[src/rtl/axi_lite_starvation_monitor.sv]
// -----------------------------------------------------------------------------
// axi_lite_starvation_monitor
//
// Passive monitor for the write channels of NUM_CH AXI4-Lite masters sharing
// one interconnect. Each AW handshake pushes a timestamp into a per-channel
// FIFO. The matching B handshake pops it, which yields the write latency. The
// monitor also counts error responses, orphan B responses and FIFO overflows,
// and flags writes that stay outstanding for TIMEOUT_CYC cycles or longer.
// It never drives any AXI signal.
//
// Optional feature: define STARVE_MON_MAXLAT_EN to build a per-channel
// max-latency register, read as field 6. Without it, field 6 reads 0.
//
// Ports:
//   clock, reset_n          clock; asynchronous active-low reset
//   aw_valid/aw_ready       per-channel AW handshake, one bit per channel
//   b_valid/b_ready/b_resp  per-channel B handshake; BRESP of ch i is [2i+1:2i]
//   stat_clear              synchronous clear of counters and sticky flags
//   stat_ch/stat_field      readout select
//   stat_data               registered readout, 1-cycle latency
//   timeout_flag            sticky per-channel timeout indication
//   overflow_flag           sticky per-channel timestamp-FIFO overflow
//   starve_alarm            registered OR of timeout_flag
//
// Readout fields: 0 completed, 1 errors, 2 timeouts, 3 lat_sum, 4 overflow,
// 5 orphan, 6 max latency, 7 outstanding count. stat_ch >= NUM_CH reads 0.
// MAX_OUTST must be a power of two, 2 or larger.
// -----------------------------------------------------------------------------
module axi_lite_starvation_monitor #(
  parameter int NUM_CH      = 2,
  parameter int CNT_W       = 32,
  parameter int LAT_W       = 16,
  parameter int TIMEOUT_CYC = 5000,
  parameter int MAX_OUTST   = 4
) (
  input  logic                  clock,
  input  logic                  reset_n,
  input  logic [NUM_CH-1:0]     aw_valid,
  input  logic [NUM_CH-1:0]     aw_ready,
  input  logic [NUM_CH-1:0]     b_valid,
  input  logic [NUM_CH-1:0]     b_ready,
  input  logic [2*NUM_CH-1:0]   b_resp,
  input  logic                  stat_clear,
  input  logic [2:0]            stat_ch,
  input  logic [2:0]            stat_field,
  output logic [CNT_W-1:0]      stat_data,
  output logic [NUM_CH-1:0]     timeout_flag,
  output logic [NUM_CH-1:0]     overflow_flag,
  output logic                  starve_alarm
);

  localparam int PTR_W = $clog2(MAX_OUTST);
  localparam int OCC_W = PTR_W + 1;
  localparam logic [LAT_W-1:0] TIMEOUT_L = LAT_W'(TIMEOUT_CYC);
  localparam logic [CNT_W-1:0] CNT_ONE   = CNT_W'(1);

  typedef struct packed {
    logic [CNT_W-1:0] completed;
    logic [CNT_W-1:0] errors;
    logic [CNT_W-1:0] timeouts;
    logic [CNT_W-1:0] lat_sum;
    logic [CNT_W-1:0] overflow;
    logic [CNT_W-1:0] orphan;
  } ch_stats_t;

  // Per-channel state gathered for the readout mux.
  ch_stats_t        stats_v  [NUM_CH];
  logic [OCC_W-1:0] occ_v    [NUM_CH];
  logic [LAT_W-1:0] maxlat_v [NUM_CH];

  logic [LAT_W-1:0] ts_q, ts_d;
  logic [CNT_W-1:0] stat_data_q, stat_data_d;
  logic             starve_alarm_q, starve_alarm_d;

  for (genvar g = 0; g < NUM_CH; g++) begin : g_ch
    logic [LAT_W-1:0]     ts_mem [MAX_OUTST];
    logic [MAX_OUTST-1:0] tmo_mem;
    logic [PTR_W-1:0]     rd_ptr_q, rd_ptr_d, wr_ptr_q, wr_ptr_d;
    logic [OCC_W-1:0]     occ_q, occ_d;
    ch_stats_t            stats_q, stats_d;
    logic                 tflag_q, tflag_d, oflag_q, oflag_d;
    logic                 aw_hs, b_hs, empty, full, pop, push, head_tmo, tmo_hit;
    logic [LAT_W-1:0]     age;
    logic [CNT_W:0]       lat_acc;

    assign aw_hs = aw_valid[g] & aw_ready[g];
    assign b_hs  = b_valid[g] & b_ready[g];
    assign empty = (occ_q == '0);
    assign full  = (occ_q == OCC_W'(MAX_OUTST));
    assign pop   = b_hs & ~empty;
    // A full FIFO still takes the push when the head leaves in the same cycle.
    assign push  = aw_hs & (~full | pop);

    assign head_tmo = tmo_mem[rd_ptr_q];
    // Modulo difference: the head's age, and its latency when it is popped.
    assign age      = ts_q - ts_mem[rd_ptr_q];
    // A head completing this cycle is a normal completion, not a timeout.
    assign tmo_hit  = ~empty & ~pop & ~head_tmo & (age >= TIMEOUT_L);
    assign lat_acc  = {1'b0, stats_q.lat_sum} + (CNT_W+1)'(age);

    always_comb begin
      // NOTE: every output of this block gets a default first so no path can
      // leave one unassigned and infer a latch.
      rd_ptr_d = rd_ptr_q;
      wr_ptr_d = wr_ptr_q;
      occ_d    = occ_q;
      stats_d  = stats_q;
      tflag_d  = tflag_q;
      oflag_d  = oflag_q;

      if (pop) begin
        rd_ptr_d          = rd_ptr_q + PTR_W'(1);
        stats_d.completed = stats_q.completed + CNT_ONE;
        if (b_resp[2*g +: 2] != 2'b00) stats_d.errors = stats_q.errors + CNT_ONE;
        if (!head_tmo) stats_d.lat_sum = lat_acc[CNT_W] ? '1 : lat_acc[CNT_W-1:0];
      end else if (b_hs) begin
        stats_d.orphan = stats_q.orphan + CNT_ONE;
      end

      if (push) begin
        wr_ptr_d = wr_ptr_q + PTR_W'(1);
      end else if (aw_hs) begin
        stats_d.overflow = stats_q.overflow + CNT_ONE;
        oflag_d          = 1'b1;
      end

      if (push && !pop)      occ_d = occ_q + OCC_W'(1);
      else if (!push && pop) occ_d = occ_q - OCC_W'(1);

      if (tmo_hit) begin
        stats_d.timeouts = stats_q.timeouts + CNT_ONE;
        tflag_d          = 1'b1;
      end

      // Clear wins over any increment; FIFO bookkeeping is left untouched so
      // in-flight writes are still matched afterwards.
      if (stat_clear) begin
        stats_d = '0;
        tflag_d = 1'b0;
        oflag_d = 1'b0;
      end
    end

    // NOTE: sequential state uses non-blocking assignments so every flop
    // samples the pre-edge value of every other flop.
    always_ff @(posedge clock or negedge reset_n) begin
      if (!reset_n) begin
        rd_ptr_q <= '0;
        wr_ptr_q <= '0;
        occ_q    <= '0;
        stats_q  <= '0;
        tflag_q  <= 1'b0;
        oflag_q  <= 1'b0;
      end else begin
        rd_ptr_q <= rd_ptr_d;
        wr_ptr_q <= wr_ptr_d;
        occ_q    <= occ_d;
        stats_q  <= stats_d;
        tflag_q  <= tflag_d;
        oflag_q  <= oflag_d;
      end
    end

    // NOTE: the storage array has no reset; emptying the FIFO through the
    // pointers and occupancy is enough, since only occupied slots are read.
    always_ff @(posedge clock) begin
      if (push) begin
        ts_mem[wr_ptr_q]  <= ts_q;
        tmo_mem[wr_ptr_q] <= 1'b0;
      end
      // Slots never alias here: a hit implies a non-empty FIFO with no pop,
      // so a push into the head slot is impossible in the same cycle.
      if (tmo_hit) tmo_mem[rd_ptr_q] <= 1'b1;
    end

`ifdef STARVE_MON_MAXLAT_EN
    logic [LAT_W-1:0] maxlat_q, maxlat_d;

    always_comb begin
      maxlat_d = maxlat_q;
      if (pop && !head_tmo && (age > maxlat_q)) maxlat_d = age;
      if (stat_clear) maxlat_d = '0;
    end

    always_ff @(posedge clock or negedge reset_n) begin
      if (!reset_n) maxlat_q <= '0;
      else          maxlat_q <= maxlat_d;
    end

    assign maxlat_v[g] = maxlat_q;
`else
    assign maxlat_v[g] = '0;
`endif

    assign stats_v[g]       = stats_q;
    assign occ_v[g]         = occ_q;
    assign timeout_flag[g]  = tflag_q;
    assign overflow_flag[g] = oflag_q;
  end

  always_comb begin
    ts_d           = ts_q + LAT_W'(1);
    starve_alarm_d = stat_clear ? 1'b0 : (|timeout_flag);
    stat_data_d    = '0;
    for (int c = 0; c < NUM_CH; c++) begin
      if (stat_ch == 3'(c)) begin
        case (stat_field)
          3'd0: stat_data_d = stats_v[c].completed;
          3'd1: stat_data_d = stats_v[c].errors;
          3'd2: stat_data_d = stats_v[c].timeouts;
          3'd3: stat_data_d = stats_v[c].lat_sum;
          3'd4: stat_data_d = stats_v[c].overflow;
          3'd5: stat_data_d = stats_v[c].orphan;
          3'd6: stat_data_d = CNT_W'(maxlat_v[c]);
          3'd7: stat_data_d = CNT_W'(occ_v[c]);
        endcase
      end
    end
  end

  always_ff @(posedge clock or negedge reset_n) begin
    if (!reset_n) begin
      ts_q           <= '0;
      stat_data_q    <= '0;
      starve_alarm_q <= 1'b0;
    end else begin
      ts_q           <= ts_d;
      stat_data_q    <= stat_data_d;
      starve_alarm_q <= starve_alarm_d;
    end
  end

  assign stat_data    = stat_data_q;
  assign starve_alarm = starve_alarm_q;

endmodule

[config.mk]
export PLATFORM = sky130hd
export DESIGN_NAME = axi_lite_starvation_monitor
export DESIGN_NICKNAME = d
export VERILOG_FILES = /design/src/rtl/axi_lite_starvation_monitor.sv
export SDC_FILE = /design/constraint.sdc
export NUM_CORES = 1
export LEC_CHECK = 0
export CORE_ASPECT_RATIO = 1.4
export CORE_MARGIN = 10
export CORE_UTILIZATION = 55
export DETAILED_ROUTE_END_ITERATION = 8
export PLACE_DENSITY = 0.69
export SYNTH_ARGS = -nofsm -noshare
export SYNTH_HDL_FRONTEND = slang
export SYNTH_SLANG_ARGS = --single-unit
[constraint.sdc]
create_clock -name clock -period 6.5 [get_ports clock]
set_input_delay 0.65 -clock clock [delete_from_list [all_inputs] [get_ports clock]]
set_output_delay 0.65 -clock clock [all_outputs]
set_load 0.005 [all_outputs]
==> flow_summary.json <==
{
  "status": "completed",
  "post-route-min-period_ns": 5.738,
  "seq_power_share_pct": 37.6,
  "root_buffer": "clkbuf_16",
  "synth_commonest_cells": "nor2_1, dfrtp_1, a21oi_1",
  "die_x_um": 226.8,
  "ctsHoldBuffers": 0,
  "yosysWarnings": 0,
  "hold_path_class": "input port to async pin",
  "crit_path_end_kind": "flop",
  "cts_sinks": 587,
  "cts_tree": "built",
  "grt_use_met3_pct": 2.816,
  "max_stage_delay_ns": 0.90,
  "avgSynthCellArea_um2": 9.702,
  "worst-setup-path-type": "flop to flop",
  "synth_edf_count": 128,
  "grt_pass1_wl_um": 139800,
  "wl_um": 87370,
  "synthDistinctLibCells": 86,
  "vias": 25890,
  "grt_use_total_pct": 24.89,
  "cp.required_ns": 6.96,
  "grt_max_degree": 164,
  "routed_via_density": 6.190,
  "switching_power_uw": 3976,
  "clock_skew_ns": 0.03375,
  "ant_nets": 0,
  "p_sw_share_pct": 35.15,
  "h-tree-depth": 2,
  "pwr-share-clk_pct": 29.7,
  "p_int_uw": 7334,
  "fin_crit_sh_pct": 88.28,
  "cts-resized-gates": 0,
  "critPathArrivalTime_ns": 6.20,
  "port-buffer-count": 57,
  "start_util_pct": 55.31,
  "yosysSeqAreaShare_pct": 46.42,
  "syn-instance-count": 3395,
  "drt_first_iter_violations": 2318,
  "antenna_cells": 0,
  "critPathMaxFanout": 20,
  "async_flop_share_pct": 76.83,
  "critPathLaunchType": "flop",
  "fin_tns_setup_ns": 0,
  "die_y_um": 309.6,
  "r2r_end": "g_ch[0].stats_q[83]$_DFFE_PN0P_",
  "combPwrFrac_pct": 32.8,
  "setup_viol": 0,
  "wl_per_cell_um": 20.89,
  "coreArea_um2": 59550,
  "synth.net_count": 3519,
  "use_met1_pct": 31.75,
  "post-route-util_pct": 60.46,
  "finalHoldViolations": 0,
  "r2r_cells": 18,
  "yosysTopAreaCell": "dfrtp_1",
  "synthTopCellsByArea": "dfrtp_1, edfxtp_1, nor2_1",
  "crit_start": "g_ch[0].rd_ptr_q[1]$_DFFE_PN0P_",
  "r2r-start": "g_ch[0].rd_ptr_q[1]$_DFFE_PN0P_",
  "relSlewSlack_pct": 22.38,
  "die_area_um2": 70210,
  "synth.most_common_cell": "nor2_1",
  "grtUsageMet2_pct": 42.66,
  "drtPass1Iterations": 5,
  "gp_congestion": 0.9354,
  "design_area_um2": 36000,
  "p_leak_uw": 0.01520,
  "worst_path_max_delay_cell": "dfrtp_1",
  "rows": 106,
  "ys_ff_latch": 587,
  "slew_violations": 0,
  "hpwlAfterDp_um": 62290,
  "power_density_nw_per_um2": 314.1,
  "route.detailed.drc": 0,
  "ctsLongestPathBuffers": 3,
  "cap_violations": 0,
  "max_freq_mhz": 174.3,
  "tightest_slew_ns": 1.157,
  "grt_pass1_vias": 25680,
  "rsz0062_at_grt": "no",
  "syn_area_um2": 32940,
  "place_area_um2": 34140,
  "insertion_delay_ns": 0.64,
  "rrSetupSlack_ns": 0.76,
  "area_growth_pct": 9.307,
  "post_cts_buffers": 0,
  "ir_drop_mv": 0.2501,
  "path_cells": "mux4_2 -> ha_1 -> inv_1 -> fa_1 -> a211oi_1 -> o21ai_0 -> a31oi_1 -> xnor2_1 -> ha_1 -> a21oi_1 -> nor2b_1 -> a41o_1 -> a211oi_1 -> o41a_1 -> o31a_1 -> o21ai_0 -> a21oi_1 -> nor3_1",
  "num_io_pins": 58,
  "synth_top_area_share_pct": 34.26,
  "numCtsBuffers": 58,
  "nNetsFinal": 3506,
  "cts.clk_slew.worst_paths_ns": 0.07,
  "grt-ovfl-total": 0,
  "synth_ff_type": "dfrtp_1",
  "antenna_found_initial": 0,
  "top_usage_layer": "met2",
  "drive_gt1_share_pct": 7.937
}
==> metrics by stage <==
stage | hold WS [ns] | total power, uW | setup WS [ns] | std cells
detailed placement | 0.4604 | 7982 | 0.8960 | 4078
floorplan | 0.3544 | 7021 | 1.168 | 3395
CTS | 0.1271 | 11340 | 0.8273 | 4183
global placement | 0.4524 | 7838 | 1.082 | 4078
finish | 0.1145 | 11310 | 0.7619 | 4183
global route | 0.1704 | 11900 | 0.3453 | 4183
==> flip-flops by register name, indices dropped and copies added (netlist names) <==
| register | cells |
|---|---|
| ts_q | 16 |
| g_ch.tflag_q | 2 |
| g_ch.oflag_q | 2 |
| g_ch.wr_ptr_q | 4 |
| g_ch.tmo_mem | 8 |
| stat_data | 32 |
| g_ch.occ_q | 6 |
| g_ch.rd_ptr_q | 4 |
| g_ch.ts_mem | 128 |
| starve_alarm | 1 |
| g_ch.stats_q | 384 |
==> layer usage <==
metal	vias up	share of wire (%)
li1	12040	-
met1	12870	41
met2	810	50
met3	172	5.6
met4	0	3.8
met5	-	0
==> cell usage in the layout, fill, tap and decap left out, types with 56 or more instances in the layout <==
cell type,synthesis,final
a21oi_1,258,258
and3_1,91,91
clkbuf_16,0,59
dfrtp_1,451,451
edfxtp_1,128,128
ha_1,97,97
inv_1,118,118
mux2_2,69,69
mux2i_1,78,78
nand2_1,205,205
nand3_1,124,124
nand4_1,79,79
nor2_1,470,465
nor2b_1,65,65
o21ai_0,180,180
or3_1,56,56
xnor2_1,115,115
xor2_1,167,167
==> worst max path at each step <==
stage                                                 end  slack [ns]
after floorplan           g_ch[1].stats_q[91]$_DFFE_PN0P_        1.17
after global placement    g_ch[0].stats_q[83]$_DFFE_PN0P_        1.08
after detailed placement  g_ch[0].stats_q[94]$_DFFE_PN0P_        0.90
after CTS                 g_ch[0].stats_q[83]$_DFFE_PN0P_        0.83
after global routing      g_ch[0].stats_q[94]$_DFFE_PN0P_        0.35
final                     g_ch[0].stats_q[83]$_DFFE_PN0P_        0.76
==> final cells by class <==
type / instances / area, um2
Fill cell: 4966 / 23550
Multi-Input combinational cell: 2517 / 16540
Sequential cell: 587 / 15290
Clock buffer: 77 / 1618
Tap cell: 756 / 945.9
Timing Repair Buffer: 97 / 908.4
Inverter: 121 / 454.2
Clock inverter: 28 / 242.7
==> logic make-up (layout without fill, tap and decap cells) <==
| kind of cell | after synthesis | count (layout) | synth area share (%) |
|---|---|---|---|
| xor+xnor | 282 | 282 | 7.499 |
| compound gates | 697 | 697 | 12.80 |
| fa+ha+maj | 103 | 103 | 4.049 |
| mux | 206 | 206 | 7.909 |
| flops | 587 | 587 | 46.42 |
| buf+inv | 291 | 323 | 3.510 |
| simple gates | 1229 | 1229 | 17.81 |
==> power groups by stage <==
| stage | combinational [uW] | clock (uW) | sequential (uW) |
|---|---|---|---|
| 2_1_floorplan | 2830 | 0 | 4190 |
| 3_3_place_gp | 3540 | 0 | 4300 |
| 3_5_place_dp | 3670 | 0 | 4320 |
| 4_1_cts | 3680 | 3400 | 4250 |
| 5_1_grt | 4080 | 3540 | 4280 |
| 6_report | 3710 | 3350 | 4250 |
==> critical path, delay by kind of cell, from the launching register on <==
kind	cells	cell delay, ns
compound gates	10	2.99
xor+xnor	1	0.18
fa+ha+maj	3	0.92
buf+inv	1	0.06
flops	1	0.90
mux	1	0.36
simple gates	2	0.15
(Power assumes the default switching activity.)
